[config.mk]
export PLATFORM = sky130hd
export DESIGN_NAME = approx_adder_pipe
export DESIGN_NICKNAME = d
export VERILOG_FILES = /design/src/rtl/approx_pkg.sv /design/src/rtl/approx_adder_core.sv /design/src/rtl/approx_adder_pipe.sv
export SDC_FILE = /design/constraint.sdc
export NUM_CORES = 1
export LEC_CHECK = 0
export ABC_AREA = 0
export CORE_MARGIN = 4
export CORE_UTILIZATION = 64
export CTS_CLUSTER_DIAMETER = 50
export DETAILED_ROUTE_END_ITERATION = 8
export DONT_BUFFER_PORTS = 1
export PLACE_DENSITY_LB_ADDON = 0.1
export SLEW_MARGIN = 20
export SYNTH_ARGS = -nofsm -noshare
export SYNTH_HDL_FRONTEND = slang
export SYNTH_SLANG_ARGS = --single-unit
export TNS_END_PERCENT = 50
[constraint.sdc]
create_clock -name clk -period 5.7 [get_ports clk]
set_clock_uncertainty 0.15 [all_clocks]
set_input_delay 1.71 -clock clk [delete_from_list [all_inputs] [get_ports clk]]
set_output_delay 1.71 -clock clk [all_outputs]
set_load 0.005 [all_outputs]
[src/rtl/approx_pkg.sv]
// Shared types and helpers for the approximate-adder family.
package approx_pkg;

  // Counter container is wide enough for any supported CNT_W (<= 32).
  localparam int STATS_MAX_W = 32;

  function automatic int mode_w(input int width);
    return $clog2(width + 1);
  endfunction

  function automatic int clamp_k(input int mode_k, input int approx_max);
    return (mode_k > approx_max) ? approx_max : mode_k;
  endfunction

  typedef struct packed {
    logic [STATS_MAX_W-1:0] op_cnt;
    logic [STATS_MAX_W-1:0] err_cnt;
  } stats_t;

endpackage

[src/rtl/approx_adder_core.sv]
// Combinational lower-part-OR approximate adder with exact-sum mismatch detection.
module approx_adder_core #(
  parameter int WIDTH  = 8,
  parameter int MODE_W = 4
) (
  input  logic [WIDTH-1:0]  a,
  input  logic [WIDTH-1:0]  b,
  input  logic              cin,
  input  logic [MODE_W-1:0] k,
  output logic [WIDTH:0]    sum,
  output logic              mismatch
);

  logic [WIDTH-1:0] lo_mask;
  logic             carry_k;
  logic [WIDTH:0]   hi_sum;
  logic [WIDTH:0]   exact;

  always_comb begin
    lo_mask = '0;
    carry_k = cin;
    for (int i = 0; i < WIDTH; i++) begin
      if (MODE_W'(i) < k) lo_mask[i] = 1'b1;
      if (MODE_W'(i + 1) == k) carry_k = a[i] & b[i];
    end
    // Masked low bits are zero in both operands, so the injected carry lands
    // at bit k and never disturbs the OR-approximated lower part.
    hi_sum   = {1'b0, a & ~lo_mask} + {1'b0, b & ~lo_mask} + ((WIDTH+1)'(carry_k) << k);
    sum      = hi_sum | {1'b0, (a | b) & lo_mask};
    exact    = {1'b0, a} + {1'b0, b} + (WIDTH+1)'(cin);
    mismatch = (sum != exact);
  end

endmodule

[src/rtl/approx_adder_pipe.sv]
// Two-stage valid/ready approximate adder with per-beat K and running error statistics.
module approx_adder_pipe
  import approx_pkg::*;
#(
  parameter int WIDTH      = 8,
  parameter int APPROX_MAX = 4,
  parameter int CNT_W      = 16,
  parameter int MODE_W     = mode_w(WIDTH)
) (
  input  logic              clk,
  input  logic              rst_n,
  input  logic              in_valid,
  output logic              in_ready,
  input  logic [WIDTH-1:0]  a,
  input  logic [WIDTH-1:0]  b,
  input  logic              cin,
  input  logic [MODE_W-1:0] mode_k,
  output logic              out_valid,
  input  logic              out_ready,
  output logic [WIDTH:0]    sum,
  output logic              mismatch,
  input  logic              clear_stats,
  output logic [CNT_W-1:0]  op_count,
  output logic [CNT_W-1:0]  err_count
);

  function automatic logic [CNT_W-1:0] sat_inc(input logic [CNT_W-1:0] v);
    return (&v) ? v : v + 1'b1;
  endfunction

  logic              vld_p1, vld_p2;
  logic [WIDTH-1:0]  a_p1, b_p1;
  logic              cin_p1;
  logic [MODE_W-1:0] k_p1;
  logic [WIDTH:0]    sum_p2;
  logic              mis_p2;
  logic [WIDTH:0]    core_sum;
  logic              core_mis;
  logic [MODE_W-1:0] k_clamped;
  logic              s2_load, s1_adv, accept, consume;
  stats_t            stats_q;

  assign s2_load   = ~vld_p2 | out_ready;
  assign s1_adv    = vld_p1 & s2_load;
  assign in_ready  = ~vld_p1 | s1_adv;
  assign accept    = in_valid & in_ready;
  assign consume   = vld_p2 & out_ready;
  assign k_clamped = MODE_W'(clamp_k(int'(mode_k), APPROX_MAX));

  // ---- input -> S1 ----
  always_ff @(posedge clk or negedge rst_n) begin
    if (!rst_n) vld_p1 <= 1'b0;
    else if (in_ready) vld_p1 <= in_valid;
  end

  always_ff @(posedge clk) begin
    if (accept) begin
      a_p1   <= a;
      b_p1   <= b;
      cin_p1 <= cin;
      k_p1   <= k_clamped;
    end
  end

  approx_adder_core #(
    .WIDTH  (WIDTH),
    .MODE_W (MODE_W)
  ) u_core (
    .a        (a_p1),
    .b        (b_p1),
    .cin      (cin_p1),
    .k        (k_p1),
    .sum      (core_sum),
    .mismatch (core_mis)
  );

  // ---- S1 -> S2 ----
  always_ff @(posedge clk or negedge rst_n) begin
    if (!rst_n) begin
      vld_p2 <= 1'b0;
      sum_p2 <= '0;
      mis_p2 <= 1'b0;
    end else if (s2_load) begin
      vld_p2 <= vld_p1;
      if (vld_p1) begin
        sum_p2 <= core_sum;
        mis_p2 <= core_mis;
      end
    end
  end

  assign out_valid = vld_p2;
  assign sum       = sum_p2;
  assign mismatch  = mis_p2;

  // ---- S2 -> statistics ----
  always_ff @(posedge clk or negedge rst_n) begin
    if (!rst_n) begin
      stats_q <= '0;
    end else if (clear_stats) begin
      stats_q <= '0;
    end else if (consume) begin
      stats_q.op_cnt <= STATS_MAX_W'(sat_inc(stats_q.op_cnt[CNT_W-1:0]));
      if (mis_p2) stats_q.err_cnt <= STATS_MAX_W'(sat_inc(stats_q.err_cnt[CNT_W-1:0]));
    end
  end

  assign op_count  = stats_q.op_cnt[CNT_W-1:0];
  assign err_count = stats_q.err_cnt[CNT_W-1:0];

  generate
    if (CNT_W < STATS_MAX_W) begin : g_hi_sink
      logic unused_hi;
      assign unused_hi = ^{stats_q.op_cnt[STATS_MAX_W-1:CNT_W], stats_q.err_cnt[STATS_MAX_W-1:CNT_W]};
    end
  endgenerate

endmodule

==> flow_summary.ini <==
[synthesis]
ys.flop_type = dfrtp_1
synth_cell_types = 51
synth_compound_area_share_pct = 9.59
synth_top_family_by_area = simple AND/OR/NAND/NOR gates
synth_adder_area_share_pct = 13.0
postSynthAreaPerCell_um2 = 9.71
ys_seq_elements = 65
synth_mux_area_share_pct = 1.83
synthArstFlopShare_pct = 67.7
postSynthCellCount = 423
synth-simple-area-share_pct = 20.1
syn-num-nets = 485
synth_area_um2 = 4110
yosysWarnings = 0
yosysSeqAreaShare_pct = 42.2
synth_edf_count = 21
synth_xor_area_share_pct = 8.96

[floorplanning]
die_width_um = 88.1
core_area_um2 = 6060
rows = 28
io_pins = 70
start_util_pct = 67.8
die_y_um = 88.1
die_area_um2 = 7760

[layout]
final_cells = 506
nNetsFinal = 488
area_growth_pct = 5.67
drive_gt1_share_pct = 6.03
diodes = 0
final_common_cell = nor2_1
final_cell_mix = 54 x nor2_1, 44 x dfrtp_1, 38 x inv_1

[route]
via_per_inst = 5.86
ant_nets = 0
drt-total-wl_um = 8320
drcViolationCount = 0
route.vias.total = 2965
firstDrtPassIters = 4
first_iter_violations = 181
wl_per_cell_um = 16.4

[cts]
postCtsSetupBuffers = 0
root_buffer = clkbuf_8
clockBufferDepth = 2
numCtsBuffers = 9
clk_latency_ns = 0.34
ctsHoldBuffers = 0
cts_resized = 0
cts_tree = done
clock_sinks = 65
clk_pin_slew_ns = 0.07
htreeDepth = 3

[placed_design]
dp_cells = 490
dp_hpwl_um = 6330
numPortBuffers = 0
routabilityCongestion = 0.897

[grt]
antenna_found_initial = 0
grt_usage_pct = 23.1
grt_first_pass_wirelength_um = 13700
grt_pass1_vias = 2997
grt_max_degree = 45
grt_overflow = 0

[timing]
finalWorstPathRequiredPeriod_ns = 4.62
tns_ns = 0
finalSetupViolations = 0
hold_viol_final = 0
maxSlewViolCount = 0
fin_crit_sh_pct = 81.1
relSlewSlack_pct = 32.0
tightestPinTransition_ns = 1.02
max_freq_ghz = 0.216
rsz0062_at_grt = no

[setup_path]
crit_buf_inv = 1
crit_top_cell = fa_1
crit_chain = nor2_1 > nand3_1 > a32oi_1 > o22ai_1 > a32o_1 > a21oi_1 > nand2_1 > fa_1 > inv_1 > ha_1 > fa_1 > nor2_2 > xnor2_1 > or4_1 > nor4_1 > a41oi_1
critPathMaxFanout = 14
cp_slowest_stage_delay_ns = 0.61
arrival_ns = 4.68
cpMaxStageDelayCell = edfxtp_1
critical_path_class = reg2reg
cp-start-kind = register
endpoint_kind = register
cp.required_ns = 5.75
crit_family = simple AND/OR/NAND/NOR gates

[hold_path]
hold_path_class = reg2reg

[flow_run]
drv_cap = 0

[run_status]
status = finished, final reports clean

[power_and_ir_drop]
ir_worst_vdd_v = 0.000202
p_leak_nw = 1.92
powerDensity_nw_per_um2 = 241
## cell usage after synthesis (5+ instances only)
library cell	number	area share, %
ha_1	25	7.6
o21ai_0	17	2.1
fa_1	11	5.4
nor2b_1	5	0.76
xnor2_1	21	4.5
edfxtp_1	21	15
xor2_1	21	4.5
and2_1	9	1.4
inv_1	38	3.5
nand2b_1	7	1.1
nor3_1	7	0.85
and3_1	5	0.76
nand4_1	7	1.1
nand3_1	14	1.7
nor2_1	54	4.9
dfrtp_1	44	27
a21oi_1	21	2.6
nand2_1	36	3.3
## where the power goes
part	switching, mW	internal (mW)	total [mW]
Clock	0.169	0.182	0.351
Sequential	0.0310	0.512	0.543
Combinational	0.0853	0.0660	0.151
Total	0.285	0.760	1.05
## flip-flops by register name, indices dropped and copies added (netlist names)
| signal | cells |
|---|---|
| out_valid | 1 |
| sum | 9 |
| b_p1 | 8 |
| k_p1 | 4 |
| cin_p1 | 1 |
| op_count | 16 |
| vld_p1 | 1 |
| mismatch | 1 |
| a_p1 | 8 |
| err_count | 16 |
## cells by family (layout without fill, tap and decap cells)
| logic type | after synthesis | after routing |
|---|---|---|
| AOI/OAI and AO/OA | 63 | 63 |
| muxes | 7 | 7 |
| other | 1 | 1 |
| xor gates and xnor gates | 42 | 42 |
| buffers and inverters | 46 | 54 |
| DFF | 65 | 65 |
| and+or+nand+nor | 163 | 163 |
| adders and majority gates | 36 | 36 |
## metal layers
metal / wire [µm] / vias to the layer above / track usage [%] / part of all wire (%)
li1: - / 1438 / - / -
met1: 3700 / 1410 / 31.4 / 44
met2: 3900 / 101 / 36.2 / 47
met3: 549 / 16 / 5.83 / 6.6
met4: 170 / 0 / 8.65 / 2.0
met5: 0 / - / 0 / 0
## cell type report
class / instances / area (µm²)
Clock inverter: 3 / 13.8
Sequential cell: 65 / 1730
Multi-Input combinational cell: 312 / 2200
Tap cell: 75 / 93.8
Fill cell: 477 / 1720
Inverter: 38 / 143
Clock buffer: 13 / 160
## worst register-to-register path: cells and delay by family, from the launching register on
kind,cells,cell delay (ns)
buf+inv,1,0.07
compound gates,5,0.95
simple gates,6,1.58
flops,1,0.61
fa+ha+maj,3,1.06
xor+xnor,1,0.08
## per-stage QoR
step	setup slack [ns]	power, mW	util [%]	hold WS (ns)	area (µm²)
3_5_place_dp	1.08	0.702	68.7	0.360	4170
6_report	1.08	1.05	71.6	0.381	4340
5_1_grt	0.734	1.10	71.6	0.413	4340
4_1_cts	1.05	1.05	71.6	0.369	4340
3_3_place_gp	1.23	0.695	68.7	0.346	4170
2_1_floorplan	1.55	0.666	-	0.323	4110
## worst paths after layout
| path | from | slack (ns) | endpoint | cells after the start |
|---|---|---|---|---|
| min in group asynchronous | rst_n | 0.91 | sum[2]$_DFFE_PN0P_ | 0 |
| worst min register to register | vld_p1$_DFFE_PN0N_ | 0.38 | out_valid$_DFFE_PN0P_ | 1 |
| worst min-delay path | vld_p1$_DFFE_PN0N_ | 0.38 | out_valid$_DFFE_PN0P_ | 1 |
| worst max register to register | k_p1[3]$_SDFFCE_PN0P_ | 1.08 | mismatch$_DFFE_PN0P_ | 16 |
| max in group asynchronous | rst_n | 4.41 | op_count[14]$_DFFE_PN0P_ | 0 |
| worst max-delay path | k_p1[3]$_SDFFCE_PN0P_ | 1.08 | mismatch$_DFFE_PN0P_ | 16 |
Note: power is estimated with default switching activity, not from simulation.
